[src/rtl/ubc_pkg.sv]
// Shared encodings and default widths for the universal range counter.
// Pure declarations: no logic, no latency.
package ubc_pkg;

    localparam int UBC_N_DEF       = 11;
    localparam int UBC_STEP_W_DEF  = 4;
    localparam int UBC_PRESC_W_DEF = 8;

    typedef enum logic [1:0] {
        MODE_WRAP    = 2'b00,
        MODE_SAT     = 2'b01,
        MODE_ONESHOT = 2'b10,
        MODE_RSVD    = 2'b11
    } ubc_mode_e;

    typedef enum logic [1:0] {
        ST_IDLE = 2'b00,
        ST_RUN  = 2'b01,
        ST_DONE = 2'b10
    } ubc_state_e;

endpackage

[src/rtl/ubc_prescaler.sv]
// Divider cycling 0..div while en is high; tick marks the last phase. Built only with UBC_PRESCALE_EN.
// Latency: tick is combinational from the registered phase; no backpressure, clr restarts the phase.
module ubc_prescaler #(
    parameter int W = 8
) (
    input  logic         clk,
    input  logic         reset,
    input  logic         clr,
    input  logic         en,
    input  logic [W-1:0] div,
    output logic         tick
);

    logic [W-1:0] cnt_q, cnt_d;

    assign tick = (cnt_q == div);

    always_comb begin
        cnt_d = cnt_q;
        if (clr) begin
            cnt_d = '0;
        end else if (en) begin
            // >= lets the phase recover at once if div is lowered mid-count
            cnt_d = (cnt_q >= div) ? '0 : cnt_q + 1'b1;
        end
    end

    always_ff @(posedge clk) begin
        if (reset) begin
            cnt_q <= '0;
        end else begin
            cnt_q <= cnt_d;
        end
    end

endmodule

[src/rtl/univ_range_counter.sv]
// Windowed up/down counter with wrap/saturate/one-shot end handling; optional prescaler via UBC_PRESCALE_EN.
// Latency: one clock from qualified input to q; no backpressure, inputs are sampled every cycle.
module univ_range_counter
    import ubc_pkg::*;
#(
    parameter int N       = UBC_N_DEF,
    parameter int STEP_W  = UBC_STEP_W_DEF,
    parameter int PRESC_W = UBC_PRESC_W_DEF
) (
    input  logic              clk,
    input  logic              reset,
    input  logic              syn_clr,
    input  logic              load,
    input  logic              en,
    input  logic              up,
    input  logic              start,
    input  logic [1:0]        mode,
    input  logic [N-1:0]      d,
    input  logic [N-1:0]      lo,
    input  logic [N-1:0]      hi,
    input  logic [STEP_W-1:0] step,
`ifdef UBC_PRESCALE_EN
    input  logic [PRESC_W-1:0] presc,
`endif
    output logic [N-1:0]      q,
    output logic              max_tick,
    output logic              min_tick,
    output logic              wrap_tick,
    output logic              busy,
    output logic              done,
    output logic              cfg_err
);

    logic [N-1:0] cnt_q, cnt_d;
    ubc_state_e   state_q, state_d;
    logic         wrap_q, wrap_d;

    ubc_mode_e    mode_e;
    logic         is_sat, is_oneshot;
    logic         presc_tick;
    logic         launch, count_ok, terminal;
    logic [N:0]   q_x, lo_x, hi_x, step_x, sum_x, lo_step_x;
    logic [N-1:0] step_n, advance, target;

`ifdef UBC_PRESCALE_EN
    ubc_prescaler #(
        .W (PRESC_W)
    ) u_presc (
        .clk   (clk),
        .reset (reset),
        .clr   (syn_clr | load | start),
        .en    (en),
        .div   (presc),
        .tick  (presc_tick)
    );
`else
    // Without the divider every enabled cycle is a count cycle.
    assign presc_tick = (PRESC_W != 0);
`endif

    assign mode_e     = ubc_mode_e'(mode);
    assign is_sat     = (mode_e == MODE_SAT);
    assign is_oneshot = (mode_e == MODE_ONESHOT);
    assign cfg_err    = (lo > hi);

    // Bounds math in N+1 bits so q+step and lo+step cannot overflow.
    assign q_x       = {1'b0, cnt_q};
    assign lo_x      = {1'b0, lo};
    assign hi_x      = {1'b0, hi};
    assign step_x    = (N+1)'(step);
    assign step_n    = N'(step);
    assign sum_x     = q_x + step_x;
    assign lo_step_x = lo_x + step_x;

    assign terminal = up ? (sum_x > hi_x) : (q_x < lo_step_x);
    assign advance  = up ? sum_x[N-1:0] : (cnt_q - step_n);
    assign target   = (is_sat || is_oneshot) ? (up ? hi : lo) : (up ? lo : hi);

    assign launch   = is_oneshot && start && (state_q != ST_RUN);
    assign count_ok = en && presc_tick && !cfg_err && (step != '0)
                      && (!is_oneshot || (state_q == ST_RUN));

    always_comb begin
        cnt_d   = cnt_q;
        state_d = state_q;
        wrap_d  = 1'b0;
        if (!is_oneshot) begin
            state_d = ST_IDLE;
        end
        if (syn_clr) begin
            cnt_d   = lo;
            state_d = ST_IDLE;
        end else if (load) begin
            cnt_d = d;
            if (launch) begin
                state_d = ST_RUN;
            end
        end else if (launch) begin
            cnt_d   = up ? lo : hi;
            state_d = ST_RUN;
        end else if (count_ok) begin
            if (terminal) begin
                cnt_d  = target;
                // A saturated counter pressing on its bound is not a new event
                wrap_d = is_sat ? (cnt_q != target) : 1'b1;
                if (is_oneshot) begin
                    state_d = ST_DONE;
                end
            end else begin
                cnt_d = advance;
            end
        end
    end

    always_ff @(posedge clk) begin
        if (reset) begin
            cnt_q   <= '0;
            state_q <= ST_IDLE;
            wrap_q  <= 1'b0;
        end else begin
            cnt_q   <= cnt_d;
            state_q <= state_d;
            wrap_q  <= wrap_d;
        end
    end

    assign q         = cnt_q;
    assign max_tick  = (cnt_q == hi);
    assign min_tick  = (cnt_q == lo);
    assign wrap_tick = wrap_q;
    assign busy      = (state_q == ST_RUN);
    assign done      = (state_q == ST_DONE);

endmodule
[config.mk]
export PLATFORM = sky130hd
export DESIGN_NAME = univ_range_counter
export DESIGN_NICKNAME = d
export VERILOG_FILES = /design/src/rtl/ubc_pkg.sv /design/src/rtl/ubc_prescaler.sv /design/src/rtl/univ_range_counter.sv
export SDC_FILE = /design/constraint.sdc
export NUM_CORES = 1
export LEC_CHECK = 0
export ABC_AREA = 1
export CORE_ASPECT_RATIO = 0.8
export CORE_MARGIN = 4
export CORE_UTILIZATION = 40
export CTS_CLUSTER_SIZE = 40
export DETAILED_ROUTE_END_ITERATION = 7
export GPL_TIMING_DRIVEN = 0
export PLACE_DENSITY = 0.59
export SKIP_LAST_GASP = 1
export SYNTH_ARGS = -nofsm -noshare
export SYNTH_HDL_FRONTEND = slang
export SYNTH_SLANG_ARGS = --single-unit
export TNS_END_PERCENT = 30
[constraint.sdc]
create_clock -name clk -period 7.13 [get_ports clk]
set_input_delay 2.139 -clock clk [delete_from_list [all_inputs] [get_ports clk]]
set_output_delay 2.139 -clock clk [all_outputs]
set_load 0.01 [all_outputs]
==> results.md <==
* Least-Margin Pin Slew at 1.181 ns
* Residual DRC count at 0
* Min-Delay Path Class: reg -> reg
* Syn_area_per_cell at 5.722 um^2
* Status: finished clean
* CTS sink cnt at 14
* Sequential-to-total area share from yosys stat at 7.332%
* Met3 wire length at 1.661 mm
* Post CTS Setup Buffer Count at 0
* Top sig layer: met4
* Area leader, netlist: nand2_1
* Psw at 0.2933 mW
* WP data required at 4.99 ns
* Combinational power share at 63.6%
* Synth warnings at 0
* Final wirelength at 15.83 mm
* Fraction of layout cells with a size suffix above 1 at 6.421%
* Core Area at 0.009193 mm^2
* Pint at 0.3186 mW
* Worst path arrival time at 4.35 ns
* Netlist cell types at 44
* Hold Vio Cnt, Final at 0
* Top-Level Pins at 63
* Top cells by area, synth: nand2_1, ha_1, nand3_1
* Post-DR wirelength/cell at 18.69 um
* Area Overhead vs Synth at 21.80%
* Post-synth top area share at 19.64%
* CP Capture Type: output port
* IO Port Bufs at 60
* Clock network fraction of total power at 20.4%
* Final period utilization at 91.00%
* Cell Pwr Density at 131.4 mW/mm^2
* Final cell count without fillers at 847
* Post-route met1 wirelength at 7.323 mm
* Clock-pin slew on the worst setup and hold paths at 0.06 ns
* Clk root buf: clkbuf_16
* Initial antenna violation count at 0
* Final ANT Viol Nets at 0
* Final setup viols at 0
* Clock Latency Late Sink at 0.26 ns
* Post_cts resized at 0
* Largest net degree at the start of global routing at 11
* Kind of critical path: in -> out
* Die Area at 0.01119 mm^2
* Min Clock Period, post-route at 6.488 ns
* Dpl cells at 843
* Vias/cell at 5.430
* Total GRT Usage at 28.77%
* MaxCap Viol Count at 0
* Sw Ratio at 47.93%
* Final setup TNS at 0 ns
* Vias after detailed routing at 4,599
* LEAKAGE at 2.369 nW
* Rows at 31
* Initial core utilization at 41.58%
* Number of cells produced by synthesis at 668
* Worst slew margin at 20.56%
* TritonCTS clock tree: done
* Clock Tree Buf Depth at 2
* DR iter-0 viols at 508
* Global placement routability congestion at 0.9991
* Die width at 117.3 um
* H-Tree Depth at 1
* CTS Buf Count at 3
* Layout Skew at 0.01034 ns
* Total global routing overflow at 0
* Drt pass-1 iters at 5
* Syn Nets at 763
* Routed wl met2 at 6.442 mm
* Critical path startpoint category: input pin
* RSZ-0062 raised after global routing: no
* Synthesized flop and latch total at 14
* Nets at 828
* F_max at 154.1 MHz
* Chip height at 95.44 um
* First-pass GRT wire length at 23.98 mm
* Final Slew Violations at 0
* CP max FO at 3
* Synthesized area at 0.003822 mm^2
* Worst vdd ir at 0.09215 mV
* Hpwl dp at 13.05 mm
* Vias in the first global route at 4,286
* Antenna cells at 0
* CTS hold repair buffers at 0
* Sequential share of power at 16.0%
[Yosys cell counts (all sizes together)]
| master | count |
|---|---|
| nor3 | 7 |
| a31oi | 7 |
| nand3 | 67 |
| buf | 15 |
| o21ai | 35 |
| o21a | 3 |
| ha | 46 |
| clkbuf | 9 |
| inv | 89 |
| o211ai | 2 |
| nor2 | 63 |
| clkinv | 1 |
| xnor2 | 18 |
| dfxtp | 14 |
| o31ai | 1 |
| nor4 | 3 |
| nand2 | 210 |
| o2111ai | 2 |
| xor2 | 15 |
| nor3b | 2 |
| a21oi | 38 |
| o21bai | 2 |
| o22ai | 1 |
| and2 | 1 |
| fa | 3 |
| a21o | 1 |
| nand4 | 13 |
[worst paths after layout]
| kind | slack, ns | endpoint | from | cells after the start |
|---|---|---|---|---|
| worst min-delay path | 0.52 | state_q[0] | state_q[0] | 2 |
| worst min register to register | 0.52 | state_q[0] | state_q[0] | 2 |
| worst max-delay path | 0.64 | cfg_err | hi[6] | 10 |
| worst max register to register | 3.38 | q[4] | q[3] | 21 |
[layout by cell type, fill, tap and decap left out, drive strengths merged, types with 3 or more instances in the layout]
cell	instances
a21oi	38
a31oi	7
buf	15
clkbuf	13
clkdlybuf4s50	60
dfxtp	14
fa	3
ha	46
inv	89
nand2	210
nand3	67
nand4	13
nor2	63
nor3	7
nor4	3
o21a	3
o21ai	35
xnor2	18
xor2	15
[sequential cells by signal (all words and copies together) (netlist names)]
register   cells
q             11
state_q        2
wrap_tick      1
[layout make-up]
type	count	area, um^2
Fill cell	1006	4537
Timing Repair Buffer	60	600.6
Inverter	90	342.8
Multi-Input combinational cell	540	3055
Sequential cell	14	280.3
Buffer	24	143.9
Tap cell	115	143.9
Clock buffer	4	88.84
[critical path, stage by stage]
cell and delay, ns:
clkdlybuf4s50_1 0.56, inv_1 0.18, ha_1 0.34, nand2_1 0.08, o21ai_0 0.17, nand3_1 0.09, nand3_1 0.07, nand2_1 0.10
inv_1 0.08, clkdlybuf4s50_1 0.53
[layer usage]
layer | vias to the layer above | track usage, %
met5 | - | 0
met4 | 0 | 7.354
met3 | 29 | 7.360
met2 | 225 | 42.84
met1 | 2051 | 41.02
li1 | 2294 | -
[power groups by stage]
| stage | registers, mW | logic [mW] | clock network, mW |
|---|---|---|---|
| floorplan | 0.0960 | 0.249 | 0 |
| global placement | 0.0983 | 0.376 | 0 |
| detailed placement | 0.0987 | 0.380 | 0 |
| CTS | 0.0972 | 0.382 | 0.125 |
| global route | 0.0984 | 0.433 | 0.127 |
| finish | 0.0979 | 0.389 | 0.125 |
[stage by stage]
stage,power [mW],util [%],instance area [um^2],worst slack [ns],hold slack [ns]
global route,0.6581,50.65,4656,0.4688,0.5536
detailed placement,0.4788,49.68,4567,0.6632,0.5199
CTS,0.6050,50.65,4656,0.6402,0.5274
finish,0.6119,50.65,4656,0.6417,0.5162
floorplan,0.3447,-,3822,2.003,0.4714
global placement,0.4744,49.68,4567,0.6932,0.4901
[cell families after synthesis]
family / Yosys count / share of synthesized area, %
AOI/OAI and AO/OA: 92 / 13.29
xor gates and xnor gates: 33 / 8.052
DFF: 14 / 7.332
and+or+nand+nor: 366 / 41.96
buffers and inverters: 114 / 12.73
adders and majority gates: 49 / 16.63
No activity file was read; power rests on OpenSTA's default activity.
